===== src/rtl/seq_pkg.sv =====
// Shared definitions for the sequence player: state encoding, mode values,
// and default parameter values used by the top and its pattern generator.
package seq_pkg;

  // Controller states; encoding is fixed so external debug taps stay stable.
  typedef enum logic [2:0] {
    IDLE    = 3'd0,
    SHOW    = 3'd1,
    GAP     = 3'd2,
    WAIT_IN = 3'd3,
    DONE    = 3'd4
  } state_t;

  localparam logic MODE_PLAY  = 1'b0;
  localparam logic MODE_CHECK = 1'b1;

  localparam int DEF_DATA_W    = 4;
  localparam int DEF_ADDR_W    = 4;
  localparam int DEF_NUM_SEQ   = 4;
  localparam int DEF_SEL_W     = 2;
  localparam int DEF_ON_TICKS  = 3;
  localparam int DEF_OFF_TICKS = 2;

endpackage


===== src/rtl/seq_rom.sv =====
// Closed-form sequence table: pattern(s,k) = 1 << ((s + k*(2s+1)) mod DATA_W).
// Purely combinational; the working width leaves headroom so nothing
// overflows before the modulo is taken.
module seq_rom #(
  parameter int DATA_W = 4,
  parameter int ADDR_W = 4,
  parameter int SEL_W  = 2
) (
  input  logic [SEL_W-1:0]  sel,
  input  logic [ADDR_W-1:0] addr,
  output logic [DATA_W-1:0] pattern
);

  localparam int AW = ADDR_W + SEL_W + 2;

  logic [AW-1:0] s_ext;
  logic [AW-1:0] k_ext;
  logic [AW-1:0] idx;

  assign s_ext   = AW'(sel);
  assign k_ext   = AW'(addr);
  // Step k of sequence s lands on LED index s + k*(2s+1), folded onto the LEDs.
  assign idx     = (s_ext + k_ext * ((s_ext << 1) + AW'(1))) % AW'(DATA_W);
  assign pattern = DATA_W'(1) << idx;

endmodule


===== src/rtl/seq_player.sv =====
// Sequence player: PLAY shows a selected LED sequence with timed on/off
// phases; CHECK compares player guesses step by step and reports pass/fail.
// All outputs are registered; start is honoured only while idle.
module seq_player
  import seq_pkg::*;
#(
  parameter int DATA_W    = DEF_DATA_W,
  parameter int ADDR_W    = DEF_ADDR_W,
  parameter int NUM_SEQ   = DEF_NUM_SEQ,
  parameter int SEL_W     = DEF_SEL_W,
  parameter int ON_TICKS  = DEF_ON_TICKS,
  parameter int OFF_TICKS = DEF_OFF_TICKS
) (
  input  logic              clk,
  input  logic              rst_n,
  input  logic              start,
  input  logic              mode,
  input  logic [SEL_W-1:0]  seq_sel,
  input  logic [ADDR_W:0]   length,
  input  logic              guess_valid,
  input  logic [DATA_W-1:0] guess,
  output logic [DATA_W-1:0] saida,
  output logic [ADDR_W-1:0] address,
  output logic              busy,
  output logic              done,
  output logic              match
);

  localparam int DEPTH  = 1 << ADDR_W;
  localparam int TMAX   = (ON_TICKS > OFF_TICKS) ? ON_TICKS : OFF_TICKS;
  localparam int TICK_W = (TMAX > 1) ? $clog2(TMAX) : 1;

  state_t              state;
  logic [SEL_W-1:0]    sel_q;
  logic [ADDR_W:0]     len_q;
  logic [TICK_W-1:0]   tick;

  logic [SEL_W:0]      sel_mod;
  logic [SEL_W-1:0]    sel_wrap;
  logic [ADDR_W:0]     len_clamp;
  logic [SEL_W-1:0]    rom_sel;
  logic [ADDR_W-1:0]   rom_addr;
  logic [DATA_W-1:0]   rom_pat;
  logic                last;

  // Out-of-range selectors fold back onto the implemented sequences.
  assign sel_mod   = {1'b0, seq_sel} % (SEL_W + 1)'(NUM_SEQ);
  assign sel_wrap  = sel_mod[SEL_W-1:0];
  assign len_clamp = (length > (ADDR_W + 1)'(DEPTH)) ? (ADDR_W + 1)'(DEPTH) : length;

  // While idle the table looks ahead at step 0 of the requested sequence so
  // the first pattern can be registered on the start edge; at the end of a
  // gap it looks ahead to the next step for the same reason.
  assign rom_sel  = (state == IDLE) ? sel_wrap : sel_q;
  assign rom_addr = (state == GAP) ? address + ADDR_W'(1) : address;

  assign last = ({1'b0, address} == len_q - (ADDR_W + 1)'(1));

  seq_rom #(
    .DATA_W (DATA_W),
    .ADDR_W (ADDR_W),
    .SEL_W  (SEL_W)
  ) u_rom (
    .sel     (rom_sel),
    .addr    (rom_addr),
    .pattern (rom_pat)
  );

  // Controller FSM with all outputs registered; done/match pulse on DONE entry.
  always_ff @(posedge clk or negedge rst_n) begin
    if (!rst_n) begin
      state   <= IDLE;
      sel_q   <= '0;
      len_q   <= '0;
      tick    <= '0;
      saida   <= '0;
      address <= '0;
      busy    <= 1'b0;
      done    <= 1'b0;
      match   <= 1'b0;
    end else begin
      done  <= 1'b0;
      match <= 1'b0;
      case (state)
        IDLE: begin
          if (start) begin
            sel_q   <= sel_wrap;
            len_q   <= len_clamp;
            address <= '0;
            busy    <= 1'b1;
            saida   <= '0;
            if (len_clamp == '0) begin
              state <= DONE;
              done  <= 1'b1;
              match <= 1'b1;
            end else if (mode == MODE_CHECK) begin
              state <= WAIT_IN;
            end else begin
              state <= SHOW;
              saida <= rom_pat;
              tick  <= TICK_W'(ON_TICKS - 1);
            end
          end
        end
        SHOW: begin
          if (tick == '0) begin
            state <= GAP;
            saida <= '0;
            tick  <= TICK_W'(OFF_TICKS - 1);
          end else begin
            tick <= tick - TICK_W'(1);
          end
        end
        GAP: begin
          if (tick == '0) begin
            if (last) begin
              state <= DONE;
              done  <= 1'b1;
              match <= 1'b1;
            end else begin
              state   <= SHOW;
              address <= address + ADDR_W'(1);
              saida   <= rom_pat;
              tick    <= TICK_W'(ON_TICKS - 1);
            end
          end else begin
            tick <= tick - TICK_W'(1);
          end
        end
        WAIT_IN: begin
          saida <= '0;
          if (guess_valid) begin
            if (guess != rom_pat) begin
              state <= DONE;
              done  <= 1'b1;
              match <= 1'b0;
            end else if (last) begin
              state <= DONE;
              done  <= 1'b1;
              match <= 1'b1;
            end else begin
              address <= address + ADDR_W'(1);
            end
          end
        end
        DONE: begin
          state   <= IDLE;
          address <= '0;
          busy    <= 1'b0;
          saida   <= '0;
        end
        default: begin
          state <= IDLE;
        end
      endcase
    end
  end

endmodule


===== config.mk =====
export PLATFORM = sky130hd
export DESIGN_NAME = seq_player
export DESIGN_NICKNAME = d
export VERILOG_FILES = /design/src/rtl/seq_pkg.sv /design/src/rtl/seq_rom.sv /design/src/rtl/seq_player.sv
export SDC_FILE = /design/constraint.sdc
export NUM_CORES = 1
export LEC_CHECK = 0
export CAP_MARGIN = 5
export CORE_UTILIZATION = 57
export CTS_CLUSTER_DIAMETER = 50
export DETAILED_ROUTE_END_ITERATION = 12
export PLACE_DENSITY_LB_ADDON = 0.08
export SETUP_SLACK_MARGIN = 0.02
export SLEW_MARGIN = 20
export SYNTH_ARGS = -nofsm -noshare
export SYNTH_HDL_FRONTEND = slang
export SYNTH_SLANG_ARGS = --single-unit

===== constraint.sdc =====
create_clock -name clk -period 6.7 [get_ports clk]
set_clock_uncertainty 0.1 [all_clocks]
set_input_delay 0.67 -clock clk [delete_from_list [all_inputs] [get_ports clk]]
set_output_delay 0.67 -clock clk [all_outputs]
set_load 0.03 [all_outputs]

# After elaboration in Yosys (flattened, before gate mapping)
# Cells that the tools add are included.
# op_classes
add_sub_neg	5
n_mul	1
magnitude_cmp	1
eq_ne	16
shifts	1
n_mux	45
n_reduce_logical	14
# op_table
op	n
2-to-1 mux 4 bit	12
case mux 4 bit (4 select lines)	2
2-to-1 mux 3 bit	8
AND reduction 5 bit	4
2-to-1 mux 2 bit	8
!= test 2 bit (second input constant)	7
case mux 3 bit (4 select lines)	1
2-to-1 mux 1 bit	9
multiplier 4 x 8 -> 2 bit	1
nonzero test 4 bit	2
== test 3 x 2 -> 1 bit (second input constant)	2
!= test 3 bit (second input constant)	2
case mux 1 bit (3 select lines)	2
case mux 2 bit (3 select lines)	1
== test 4 x 5 -> 1 bit	1
> comparator 5 bit (second input constant)	1
logical NOT 5 bit	1
2-to-1 mux 5 bit	1
subtractor 5 x 1 -> 5 bit (second input constant)	1
adder 3 x 1 -> 4 bit (second input constant)	1
adder 4 x 1 -> 4 bit (second input constant)	1
!= test 4 bit	1
AND reduction 2 bit	2
left shift 1 x 2 -> 4 bit (first input constant)	1
11 further kinds	11
# totals
reg_bits	23
inputBits	16
output_inout_bits	11
elab_cells	92

# Longest topological paths before layout
# depth
word_depth	10
depth_mapped	10
mapped_depth_nobuf	9

# By module
# A second synthesis with hierarchy kept.
# hier_totals
cells_unflattened	168
area_unflattened_um2	1546.5
# by_module_without_submodules
mod	n_inst	cells_per_inst	area_per_inst_um2	seq_area_each_um2
seq_player	1	160	1496.4	575.6
seq_rom	1	8	50.0	0.0

# Worst setup path before layout
# No wires, ideal clock.
# synth_timing
path_type	flip-flop to flip-flop
from	register state[2]
to	register address[0]
setup_time_ps	125
arrival_time_ps	2416
required_time_ps	6475
setup_slack_ps	4060
path_stages_with_launch	10
path_buffers	0
synth_period_minus_slack_ps	2640
cell_sequence	dfrtp_1 > nor3_2 > mux2_1 > ha_1 > and3b_1 > o21ai_0 > nand2_1 > mux2i_1 > nor2_1 > mux2_2
# synth_between
elab_chain_len	9
word_cells_on_any_way	18
classes_between	add/sub: 2; mul: 1; eq/ne: 8; shift: 1; mux: 3; reduce/logical: 3
# synth_rtl
element	line_no	text
start: declaration	seq_player.sv:33	state_t state;
start signal: assignment	seq_player.sv:72	state <= IDLE;
start signal: assignment	seq_player.sv:93	state <= DONE;
start signal: assignment	seq_player.sv:97	state <= WAIT_IN;
logical NOT 3 bit	seq_player.sv:54, seq_player.sv:84	
2-to-1 mux 2 bit	seq_player.sv:54	assign rom_sel = (state == IDLE) ? sel_wrap : sel_q;
adder 3 x 1 -> 4 bit	seq_rom.sv:23	assign idx = (s_ext + k_ext * ((s_ext << 1) + AW'(1))) % AW'(DATA_W);
multiplier 4 x 8 -> 2 bit	seq_rom.sv:23	
adder 2 bit	seq_rom.sv:23	
left shift 1 x 2 -> 4 bit	seq_rom.sv:24	assign pattern = DATA_W'(1) << idx;
!= test 4 bit	seq_player.sv:133	if (guess != rom_pat) begin
!= test 2 bit (no source line)	-	
AND reduction 5 bit (no source line)	-	
end signal: assignment	seq_player.sv:122	address <= address + ADDR_W'(1);
end signal: assignment	seq_player.sv:142	address <= address + ADDR_W'(1);
end: declaration	seq_player.sv:23	output logic [ADDR_W-1:0] address,
# Parallel ways exist; a longest one is shown, timed or not.
# A chain may end at the register's enable or synchronous reset.

# Worst setup path in the final report
# layout_timing
from	register state[0]
to	register address[0]
# Same word-level chain as after synthesis.

==> key figures <==
Min path
  – Worst hold path class: primary input to async pin

Worst setup path
  – Crit path max-delay family: multiplexers
  – Critical path buffers and inverters: 0
  – Max stage delay on crit path: 0.67 ns
  – Crit-path slowest cell: dfrtp_1
  – Crit end category: register
  – Crit path kind: register to register
  – CP startpoint kind: register
  – CP required: 6.80 ns
  – Crit path max fanout: 21
  – CP arrival: 3.38 ns
  – Worst path cell trace: nor3_2, mux2_1, ha_1, and3b_1, o21ai_0, nand2_1, mux2i_1, nor2_1, mux2_2

Global routing
  – Initial antenna violation count: 0
  – Met2 usage: 45.0%
  – Met3 GRT Util: 2.78%
  – Largest net degree at the start of global routing: 24
  – First-pass GRT wire length: 5.49 mm
  – GRT busiest layer: met2
  – Vias in the first global route: 1283
  – Total GRT Usage: 25.7%
  – Grt met1 use: 32.6%
  – Grt ovf: 0

STA
  – Unrepaired setup endpoints after global routing: false
  – Post-route minimum period: 3.28 ns
  – Hold Vio Cnt, Final: 0
  – Relative slew slack: 50.1%
  – Worst hold slack: 0.207 ns
  – Fin. max-slew vios: 0
  – Final setup viols: 0
  – TNS Setup: 0 ns
  – Final worst-path cycle share: 49.0%
  – Fmax: 305 MHz
  – Worst Max-Slew Pin Slew: 0.749 ns

Cells and area
  – Area delta synth->final: 17.4%
  – Filler cells: 209
  – Nets@finish: 222
  – Commonest non-fill, non-tap cell in the layout: clkdlybuf4s50_1
  – Most frequent cells in the layout: clkdlybuf4s50_1 (25), dfrtp_1 (23), nand2_1 (19), inv_1 (11), nor2_1 (10)
  – Antenna Cells: 0
  – Layout cells sized above 1: 6.03%

Floorplanning
  – Die Height: 54.9 um
  – Core area: 2570 um^2
  – DIE AREA: 3010 um^2
  – Number of I/O pins: 27
  – Rows: 18
  – Die outline width: 54.9 um
  – Initial Utilization: 62.0%

Clock network
  – Root Driver: clkbuf_4
  – Clock Sinks: 23
  – # Post-CTS Setup Buffers: 0
  – Register clock-pin slew on the reported worst setup and hold paths: 0.13 ns
  – Hold Buf Count CTS: 0
  – CTS tree: done
  – CTS Buffer Depth: 2
  – Post_cts resized: 0
  – Clock Latency Late Sink: 0.31 ns
  – H-tree Lvls: 1
  – CTS buffer count: 3

Detailed routing
  – Routed Wire Length: 3.49 mm
  – Final ANT Viol Nets: 0
  – Vias: 1380
  – DR WL/cell: 15.3 um
  – DRC viols: 0
  – DR iter-0 viols: 26
  – Vias per cell: 6.03
  – Drt pass-1 iters: 4

Synthesis
  – Yosys reg bits: 23
  – Most area-hungry cell type in the Yosys netlist: dfrtp_1
  – Synth Instances: 176
  – Synth top area share: 36.1%
  – Post-synthesis sequential area ratio: 36.1%
  – Main area contributors after synthesis: dfrtp_1 (36%), ha_1 (4.7%), nand2_1 (4.5%)
  – Syn Nets: 198
  – EDFF count, synth: 0
  – Ys async rst share: 100%
  – Mean Syn Cell Area: 9.05 um^2
  – Main synth FF type: dfrtp_1
  – Synth Warn #: 0
  – Post-synthesis cell area: 1590 um^2
  – Distinct cells, synth: 48

Power and ir drop
  – VDD IR-drop max: 335 uV
  – Power per Cell Area: 456 nW/um^2
  – Lkg Pwr: 0.796 nW

Placement
  – DP HPWL: 2.70 mm
  – Gpl congestion: 0.845
  – # port buffers: 26

Outcome
  – Status: finished clean

Job
  – MaxCap Viol Count: 0
## synthesized netlist by cell type (2+ instances only)
master	count
nand3_1	6
o211ai_1	3
a41oi_1	2
inv_1	11
nand2b_1	5
a21oi_1	8
nor2b_1	2
xor2_1	3
clkbuf_1	3
mux2i_1	7
nor2_1	10
o21ai_0	7
ha_1	6
o21ai_1	9
a21o_1	2
o2bb2ai_1	2
nor3b_1	3
buf_4	2
nand2_1	19
and3b_1	3
nor3_1	8
mux2_1	4
dfrtp_1	23
xnor2_1	3
o41ai_1	2
## logic make-up (layout without fill, tap and decap cells)
family	after synthesis	count (layout)	share of synthesized area (%)
AO/OA/AOI/OAI	45	45	20.0
XOR/XNOR	7	7	4.32
adder cells (fa/ha/maj)	6	6	4.71
buffers and inverters	18	41	5.26
flip-flops	23	23	36.1
multiplexers	12	12	7.93
AND/OR/NAND/NOR	65	65	21.7
## worst paths after layout
path	cells past startpoint	startpoint	end	slack, ns
worst max-delay path	9	state[0]	address[0]	3.42
worst min-delay path	1	rst_n	saida[1]	0.21
worst max register to register	9	state[0]	address[0]	3.42
worst min register to register	2	saida[3]	saida[3]	0.39
max in group asynchronous	1	rst_n	done	5.95
min in group clk	2	saida[3]	saida[3]	0.39
## where the power goes
group	switching, W	leakage, nW	internal (W)
Sequential	0.0000788	0.295	0.000190
Clock	0.0000419	0.0177	0.0000223
Combinational	0.000292	0.484	0.000227
## sequential cells by signal, summed over array words and instances (netlist names)
register,cells
len_q,5
address,4
saida,4
state,3
sel_q,2
tick,2
busy,1
done,1
match,1
## layout make-up
class                   instances  area (um^2)  area share, %
clock buffers                   3         22.5           1.20
clock inverters                 1         5.00          0.268
inverters                      11         41.3           2.21
multi-input cells             135          933           49.9
flip-flops and latches         23          576           30.8
well taps                      30         37.5           2.01
repair buffers                 26          255           13.6
## per-layer routing
layer,routed length [um],share of wire (%)
met5,0,0
met4,23,0.66
met3,94,2.7
met2,1720,49
met1,1650,47
## per-stage QoR
step	total power [W]	utilization (%)	instances	cell area, um^2	setup WS (ns)
finish	0.000853	72.9	229	1870	3.42
floorplan	0.000663	-	176	1590	4.06
global route	0.000924	72.9	229	1870	3.19
global placement	0.000759	72.0	225	1850	3.54
CTS	0.000854	73.1	229	1880	3.42
detailed placement	0.000788	72.0	225	1850	3.38
No activity file was read; power rests on OpenSTA's default activity.
